File: config.mk
export PLATFORM = sky130hd
export DESIGN_NAME = mem_bist
export DESIGN_NICKNAME = d
export VERILOG_FILES = /design/src/rtl/mem_bist_pkg.sv /design/src/rtl/mem_bist_addr_cnt.sv /design/src/rtl/mem_bist.sv
export SDC_FILE = /design/constraint.sdc
export NUM_CORES = 1
export LEC_CHECK = 0
export ABC_AREA = 1
export CAP_MARGIN = 20
export CORE_ASPECT_RATIO = 1.4
export CORE_MARGIN = 2
export CORE_UTILIZATION = 35
export DETAILED_ROUTE_END_ITERATION = 7
export GPL_ROUTABILITY_DRIVEN = 0
export PLACE_DENSITY = 0.7
export SLEW_MARGIN = 0
export SYNTH_ARGS = -nofsm -noshare
export SYNTH_HDL_FRONTEND = slang
export SYNTH_SLANG_ARGS = --single-unit
export TNS_END_PERCENT = 10
File: constraint.sdc
create_clock -name clk -period 1.6 [get_ports clk]
set_input_delay 0.32 -clock clk [delete_from_list [all_inputs] [get_ports clk]]
set_output_delay 0.32 -clock clk [all_outputs]
set_load 0.005 [all_outputs]
File: src/rtl/mem_bist_pkg.sv
`default_nettype none
// ============================================================================
// Module      : mem_bist_pkg
// Description : Shared state encoding, sequencing constants and helpers for
//               the March-style memory BIST controller.
// Revision    : 1.0 - initial release
// ============================================================================
package mem_bist_pkg;

    // Controller states: one write sweep, three read/compare sweeps.
    typedef enum logic [2:0] {
        ST_IDLE = 3'd0,
        ST_W0   = 3'd1,
        ST_R0W1 = 3'd2,
        ST_R1W0 = 3'd3,
        ST_RFIN = 3'd4,
        ST_DONE = 3'd5
    } state_t;

    // Address sweep direction.
    localparam logic c_dir_up = 1'b1;
    localparam logic c_dir_dn = 1'b0;

    // Sub-cycle within a read/compare address slot.
    localparam logic c_sub_a = 1'b0;   // address presented, no write
    localparam logic c_sub_b = 1'b1;   // data compared, optional write

    // Only the R1W0 sweep walks the address space downward.
    function automatic logic phase_dir(input state_t s);
        return (s == ST_R1W0) ? c_dir_dn : c_dir_up;
    endfunction

    // True for the sweeps that read and compare memory contents.
    function automatic logic is_read_phase(input state_t s);
        return (s == ST_R0W1) || (s == ST_R1W0) || (s == ST_RFIN);
    endfunction

endpackage
`default_nettype wire

File: src/rtl/mem_bist_addr_cnt.sv
`default_nettype none
// ============================================================================
// Module      : mem_bist_addr_cnt
// Description : Up/down address sequencer with load-to-0 / load-to-top and a
//               direction-aware terminal-count flag.
// Revision    : 1.0 - initial release
// ============================================================================
module mem_bist_addr_cnt
    import mem_bist_pkg::*;
#(
    parameter int ADDR = 4
) (
    input  logic            clk,
    input  logic            rst_n,
    input  logic            i_load,
    input  logic            i_load_top,
    input  logic            i_step,
    input  logic            i_dir,
    output logic [ADDR-1:0] o_count,
    output logic            o_tc
);

    localparam logic [ADDR-1:0] c_one = ADDR'(1);
    localparam logic [ADDR-1:0] c_top = '1;

    logic [ADDR-1:0] r_count;

    // Load takes priority over stepping so a phase change never skips an address.
    always_ff @(posedge clk or negedge rst_n) begin
        if (!rst_n) begin
            r_count <= '0;
        end else if (i_load) begin
            r_count <= i_load_top ? c_top : '0;
        end else if (i_step) begin
            r_count <= (i_dir == c_dir_up) ? (r_count + c_one) : (r_count - c_one);
        end
    end

    assign o_count = r_count;
    assign o_tc    = (i_dir == c_dir_up) ? (r_count == c_top) : (r_count == '0);

endmodule
`default_nettype wire

File: src/rtl/mem_bist.sv
`default_nettype none
// ============================================================================
// Module      : mem_bist
// Description : Memory BIST controller running W0 / R0W1 / R1W0(down) / RFIN
//               sweeps against a background word; reports the first mismatch.
// Revision    : 1.0 - initial release
// ============================================================================
module mem_bist
    import mem_bist_pkg::*;
#(
    parameter int              ADDR    = 4,
    parameter int              WORD    = 4,
    parameter logic [WORD-1:0] PATTERN = '0
) (
    input  logic            clk,
    input  logic            rst_n,
    input  logic            start,
    output logic [ADDR-1:0] mem_addr,
    output logic [WORD-1:0] mem_data_in,
    output logic            mem_wr,
    input  logic [WORD-1:0] mem_data_out,
    output logic            busy,
    output logic            done,
    output logic            pass,
    output logic [ADDR-1:0] fail_addr,
    output logic [WORD-1:0] fail_data
);

    state_t          r_state;
    logic            r_sub;
    logic            r_wr;
    logic [WORD-1:0] r_data_in;
    logic            r_busy;
    logic            r_done;
    logic            r_pass;
    logic [ADDR-1:0] r_fail_addr;
    logic [WORD-1:0] r_fail_data;

    logic [ADDR-1:0] w_cnt;
    logic            w_tc;
    logic            w_dir;
    logic            w_load;
    logic            w_load_top;
    logic            w_step;
    logic            w_cmp;
    logic [WORD-1:0] w_expect;
    logic            w_mismatch;

    mem_bist_addr_cnt #(
        .ADDR (ADDR)
    ) u_addr_cnt (
        .clk        (clk),
        .rst_n      (rst_n),
        .i_load     (w_load),
        .i_load_top (w_load_top),
        .i_step     (w_step),
        .i_dir      (w_dir),
        .o_count    (w_cnt),
        .o_tc       (w_tc)
    );

    assign w_dir      = phase_dir(r_state);
    assign w_cmp      = is_read_phase(r_state) && (r_sub == c_sub_b);
    assign w_expect   = (r_state == ST_R1W0) ? ~PATTERN : PATTERN;
    assign w_mismatch = w_cmp && (mem_data_out != w_expect);

    // The compare-cycle write is suppressed in the very cycle a mismatch is seen.
    assign mem_wr      = r_wr && !w_mismatch;
    assign mem_addr    = w_cnt;
    assign mem_data_in = r_data_in;
    assign busy        = r_busy;
    assign done        = r_done;
    assign pass        = r_pass;
    assign fail_addr   = r_fail_addr;
    assign fail_data   = r_fail_data;

    // Address sequencer control: advance after each write (W0) or compare slot.
    always_comb begin
        w_load     = 1'b0;
        w_load_top = 1'b0;
        w_step     = 1'b0;
        case (r_state)
            ST_IDLE: w_load = start;
            ST_W0: begin
                if (w_tc) w_load = 1'b1;
                else      w_step = 1'b1;
            end
            ST_R0W1, ST_R1W0, ST_RFIN: begin
                if (r_sub == c_sub_b && !w_mismatch) begin
                    if (w_tc) begin
                        w_load     = 1'b1;
                        w_load_top = (r_state == ST_R0W1);
                    end else begin
                        w_step = 1'b1;
                    end
                end
            end
            default: ;
        endcase
    end

    // Main sequencer: state, registered write strobe/data, status and result capture.
    always_ff @(posedge clk or negedge rst_n) begin
        if (!rst_n) begin
            r_state     <= ST_IDLE;
            r_sub       <= c_sub_a;
            r_wr        <= 1'b0;
            r_data_in   <= '0;
            r_busy      <= 1'b0;
            r_done      <= 1'b0;
            r_pass      <= 1'b0;
            r_fail_addr <= '0;
            r_fail_data <= '0;
        end else begin
            case (r_state)
                ST_IDLE: begin
                    if (start) begin
                        r_state     <= ST_W0;
                        r_sub       <= c_sub_a;
                        r_wr        <= 1'b1;
                        r_data_in   <= PATTERN;
                        r_busy      <= 1'b1;
                        r_pass      <= 1'b0;
                        r_fail_addr <= '0;
                        r_fail_data <= '0;
                    end
                end
                ST_W0: begin
                    if (w_tc) begin
                        r_state <= ST_R0W1;
                        r_sub   <= c_sub_a;
                        r_wr    <= 1'b0;
                    end
                end
                ST_R0W1, ST_R1W0, ST_RFIN: begin
                    if (r_sub == c_sub_a) begin
                        r_sub     <= c_sub_b;
                        r_wr      <= (r_state != ST_RFIN);
                        r_data_in <= (r_state == ST_R0W1) ? ~PATTERN : PATTERN;
                    end else if (w_mismatch) begin
                        r_state     <= ST_DONE;
                        r_sub       <= c_sub_a;
                        r_wr        <= 1'b0;
                        r_busy      <= 1'b0;
                        r_done      <= 1'b1;
                        r_pass      <= 1'b0;
                        r_fail_addr <= w_cnt;
                        r_fail_data <= mem_data_out;
                    end else begin
                        r_sub <= c_sub_a;
                        r_wr  <= 1'b0;
                        if (w_tc) begin
                            case (r_state)
                                ST_R0W1: r_state <= ST_R1W0;
                                ST_R1W0: r_state <= ST_RFIN;
                                default: begin
                                    r_state <= ST_DONE;
                                    r_busy  <= 1'b0;
                                    r_done  <= 1'b1;
                                    r_pass  <= 1'b1;
                                end
                            endcase
                        end
                    end
                end
                ST_DONE: begin
                    r_state   <= ST_IDLE;
                    r_done    <= 1'b0;
                    r_data_in <= '0;
                end
                default: begin
                    r_state <= ST_IDLE;
                    r_wr    <= 1'b0;
                    r_busy  <= 1'b0;
                    r_done  <= 1'b0;
                end
            endcase
        end
    end

endmodule
`default_nettype wire
# --- Word-level counts from Yosys, hierarchy flattened ---
# Index checks and enable logic that the tools add are counted.
word_totals:
  input_bits: 7
  out_inout_bits: 20
  reg_bits: 24
classes:
  n_reduce_logical: 25
  n_mux: 52
  bitwise_logic: 3
  n_eq_ne: 15
  addsub: 2
ops:
  columns: ["op", "count"]
  rows:
  - ["$mux 4", 12]
  - ["$mux 1", 23]
  - ["$pmux 4 s2", 2]
  - ["$mux 3", 5]
  - ["$pmux 4 s3", 1]
  - ["$reduce_and 4->1", 3]
  - ["$reduce_and 5->1", 2]
  - ["$pmux 1 s3", 3]
  - ["$pmux 3 s3", 1]
  - ["$reduce_and 3->1", 3]
  - ["$ne 2x2->1 const B", 4]
  - ["$eq 3x2->1 const B", 2]
  - ["$eq 3x3->1 const B", 2]
  - ["$ne 3x3->1 const B", 2]
  - ["$pmux 1 s2", 3]
  - ["$pmux 3 s2", 1]
  - ["$reduce_bool 3->1", 2]
  - ["$reduce_or 2->1", 3]
  - ["$add 4x1->4 const B", 1]
  - ["$eq 4x4->1 const B", 1]
  - ["$logic_and 1x1->1", 4]
  - ["$logic_not 4->1", 1]
  - ["$ne 4x4->1", 1]
  - ["$pmux 1 s4", 1]
  - ["other kinds (10)", 14]

# --- Depth between registers and ports, before layout ---
logic_depth:
  ltp_word: 11
  depth_mapped: 14
  depth_no_buf: 13

# --- Modules after synthesis ---
# A second synthesis with hierarchy kept.
hier_totals:
  hier_cells: 184
  hier_area_um2: 1317.5
by_module_without_submodules:
  columns: ["module", "area_each_um2", "seq_area_each_um2", "cells_each", "n_inst"]
  rows:
  - ["mem_bist", 988.4, 425.4, 135, 1]
  - ["mem_bist_addr_cnt", 329.1, 100.1, 49, 1]

# --- Worst setup path after synthesis ---
# No wires, ideal clock.
synth_timing:
  path_kind: "register -> register"
  startpoint: "register r_state[0]"
  endpoint: "register u_addr_cnt.r_count[3] (netlist: u_addr_cnt.o_count[3])"
  required_ns: 1.535
  t_arrival_ns: 1.497
  stages_incl_launch_ff: 13
  path_buffers: 1
  path_slack_ns: 0.039
  setup_time_ns: 0.065
  cell_sequence: "dfrtp_1 > buf_2 > nand2_2 > nor2_4 > ha_1 > nand2_1 > nand2_1 > nor2_1 > xor2_1 > nand3_1 > nand2_1 > nand2_1 > nand2_1"
synth_between:
  elab_chain_cells: 11
synth_lines:
  columns: ["item", "line", "text"]
  rows:
  - ["from (decl)", "mem_bist.sv:29", "state_t r_state;"]
  - ["from (signal assigned)", "mem_bist.sv:105", "r_state <= ST_IDLE;"]
  - ["from (signal assigned)", "mem_bist.sv:118", "r_state <= ST_W0;"]
  - ["from (signal assigned)", "mem_bist.sv:130", "r_state <= ST_R0W1;"]
  - ["branches (longest 11 deep; another with $mux 4)", null, null]
  - ["to (signal assigned)", "mem_bist_addr_cnt.sv:33", "r_count <= i_load_top ? c_top : '0;"]
  - ["to (signal assigned)", "mem_bist_addr_cnt.sv:35", "r_count <= (i_dir == c_dir_up) ? (r_count + c_one) : (r_count - c_one);"]
  - ["to (decl)", "mem_bist_addr_cnt.sv:26", "logic [ADDR-1:0] r_count;"]
# Several ways; the timed one is not identified. The select of a mux whose other input is x is not followed.
# A chain may end at the register's enable or synchronous reset.

# --- Worst setup path after layout ---
layout_timing:
  startpoint: "register r_state[2]"
  endpoint: "output mem_wr"
layout_between:
  elab_chain_cells: 7
layout_lines:
  columns: ["item", "line", "text"]
  rows:
  - ["branches (longest 4 deep; another with $mux 4)", null, null]
  - ["$logic_and 1x1->1 *", "mem_bist.sv:65", "assign w_mismatch = w_cmp && (mem_data_out != w_expect);"]
  - ["$logic_not 1->1 *", "mem_bist.sv:68", "assign mem_wr = r_wr && !w_mismatch;"]
  - ["$logic_and 1x1->1 *", "mem_bist.sv:68", null]
  - ["to (decl)", "mem_bist.sv:20", "output logic mem_wr,"]
# Every way passes the cells marked *.

==> impl_metrics.ini <==
[clock_tree]
clkSinkCount = 21
root_buffer = clkbuf_8
cts_buffer_depth = 2
clock_latency_ns = 0.26
ctsHtreeMaxLevel = 1
holdBufCountCts = 0
cts_buffers = 3
clk_pin_slew_ns = 0.08
cts_tree = built

[cells_and_area]
syn_to_final_growth_pct = 51.2
final_common_cell = nand2_1
nFillCells = 335
fin_cells = 285
register_area_sq_um = 529
n_antenna_cell = 0
layout-drive-gt1-share_pct = 35.4
final_area_sq_mm = 0.00205
multi_input_area_sq_um = 773
final_cell_mix = nand2_1, buf_4, clkdlybuf4s50_1
nNetsFinal = 254

[worst_setup_path]
r2r_slack_ns = -0.12
cp.arrival_ns = 1.43
worst_r2r_path_depth = 12
critPathRequiredTime_ns = 1.28
crit_path_end_kind = primary output
timing.rr.end = u_addr_cnt.o_count[3]
crit_type = reg2out
worstSetupStartpointType = register
reg2reg_from = r_state[0]
crit_fanout = 5

[timing]
slew_headroom_pct = 81.5
setup_viol = 6
rsz0062_at_grt = true
fin_skew_ns = 0.00118
slew_viol_final = 0
worstMarginPinSlew_ns = 0.278
fin_crit_ns = 1.75
max_freq_ghz = 0.571
hold_violations = 0
worst_slack_ns = -0.151
finalCritPeriodShare_pct = 109

[route]
vias = 1363
ant_nets = 0
vias_per_cell = 4.78
wire_per_inst_um = 12.0
first_iter_violations = 41
routed_wl_um = 3430
drcViolationCount = 0
dr.pass1.iters = 4

[place]
dp.cells = 272
postPlaceCellArea_sq_mm = 0.00184
portBuffers = 26
hpwl_um = 2510

[flow_run]
cap_violations = 0

[grt]
first_global_vias = 1261
grt_start_max_net_pins = 22
antenna_found_initial = 0
track_usage_pct = 15.6
grt_overflow = 0
grt_pass1_wl_um = 5510

[yosys]
netlist_area_sq_mm = 0.00136
synth.distinct_cells = 25
avgSynthCellArea_sq_um = 7.38
async_flop_share_pct = 100
postSynth.topFlopCell = dfrtp_1
syn-num-nets = 194
ys_ff_latch = 21
synth_edf_count = 0
yosys_warnings = 0
ys_seq_area_share_pct = 38.7
syn_inst = 184

[floorplan]
rows = 26
die_x_um = 56.6
initial_core_util_pct = 36.9
ios = 27
die_y_um = 77.7
die-area_sq_mm = 0.00440
core_region_area_sq_mm = 0.00368

[power_and_ir_drop]
p_leak_nw = 1.06
power_w = 0.00385
power_density_mw_per_mm2 = 1870
vdd_drop_max_v = 0.00107

[status]
status = finished with violations
violations = negative setup slack

[worst_hold_path]
hp-class = in2async
## final cells by class
type	count	area share, %
clock buffer	3	2.01
clock inverter	1	0.244
timing repair buffer	61	26.8
inverter	27	4.94
multi-input combinational	130	37.7
tap	42	2.56
sequential	21	25.8
## critical path, cell delays in order, from the launching register on
cell,delay (ns)
dfrtp_1,0.42
inv_2,0.14
nand3_2,0.13
nor2_2,0.12
nor2_2,0.05
nand2_4,0.08
inv_2,0.04
nor2_1,0.09
buf_2,0.11
## flip-flops by register name (all words and copies together), names as in the netlist
signal and flops:
done 1, fail_addr 4, busy 1, u_addr_cnt.o_count 4, fail_data 4, r_state 3, r_sub 1, r_wr 1
mem_data_in 1, pass 1
## layer usage
metal | track usage, % | vias to the layer above | wire (um)
met5 | 0 | - | 0
met4 | 6.43 | 0 | 50
met3 | 2.00 | 6 | 73
met2 | 27.1 | 21 | 1800
met1 | 19.0 | 641 | 1510
li1 | - | 695 | -
## power by group
part	leakage (nW)	internal (W)	switching (W)
Sequential	0.270	0.000752	0.000176
Clock	0.0255	0.000174	0.000182
Combinational	0.768	0.00127	0.00130
## how the worst max path moves through the flow
stage,to,slack [ns],from
final,mem_wr,-0.15,r_state[2]
after global routing,u_addr_cnt.o_count[3],-0.29,r_state[0]
after CTS,mem_wr,-0.13,r_state[1]
after detailed placement,mem_wr,-0.58,mem_data_out[3]
after global placement,mem_wr,-0.54,mem_data_out[3]
after floorplan,u_addr_cnt.o_count[3],0.04,r_state[0]
## through the flow
step | TNS (ns) | worst slack [ns] | hold slack [ns] | utilization (%)
final | -0.416 | -0.151 | 0.401 | 55.9
after global routing | -1.56 | -0.285 | 0.438 | 55.9
after CTS | -0.538 | -0.126 | 0.407 | 52.5
after detailed placement | -3.85 | -0.581 | 0.476 | 50.1
after global placement | -3.17 | -0.543 | 0.472 | 50.1
after floorplan | 0 | 0.0386 | 0.0244 | -
## cell usage after synthesis (3+ instances only)
| master | count | area [sq um] |
|---|---|---|
| buf_4 | 3 | 22.5 |
| o21ai_0 | 8 | 40.0 |
| nand3_1 | 16 | 80.1 |
| buf_2 | 3 | 15.0 |
| inv_2 | 5 | 18.8 |
| nand2_2 | 9 | 56.3 |
| dfrtp_1 | 21 | 526 |
| nor2_1 | 16 | 60.1 |
| nand4_1 | 5 | 31.3 |
| nand2_1 | 50 | 188 |
| o21ai_1 | 5 | 25.0 |
| nand2_4 | 4 | 45.0 |
| inv_1 | 22 | 82.6 |
| nor2_4 | 3 | 33.8 |
## repair_timing
action	4_1_cts	5_1_grt
pin swaps	11	13
setup buffers	3	6
gates resized for setup	18	25
endpoints found under the setup margin	19	23
## logic make-up (layout without fill, tap and decap cells)
kind of cell | Yosys count | in the layout | share of synthesized area, %
fa+ha+maj | 3 | 3 | 3.32
flops | 21 | 21 | 38.7
compound gates | 19 | 19 | 7.83
simple gates | 106 | 106 | 38.6
xor+xnor | 2 | 2 | 1.29
buf+inv | 33 | 92 | 10.2
(Power assumes the default switching activity.)
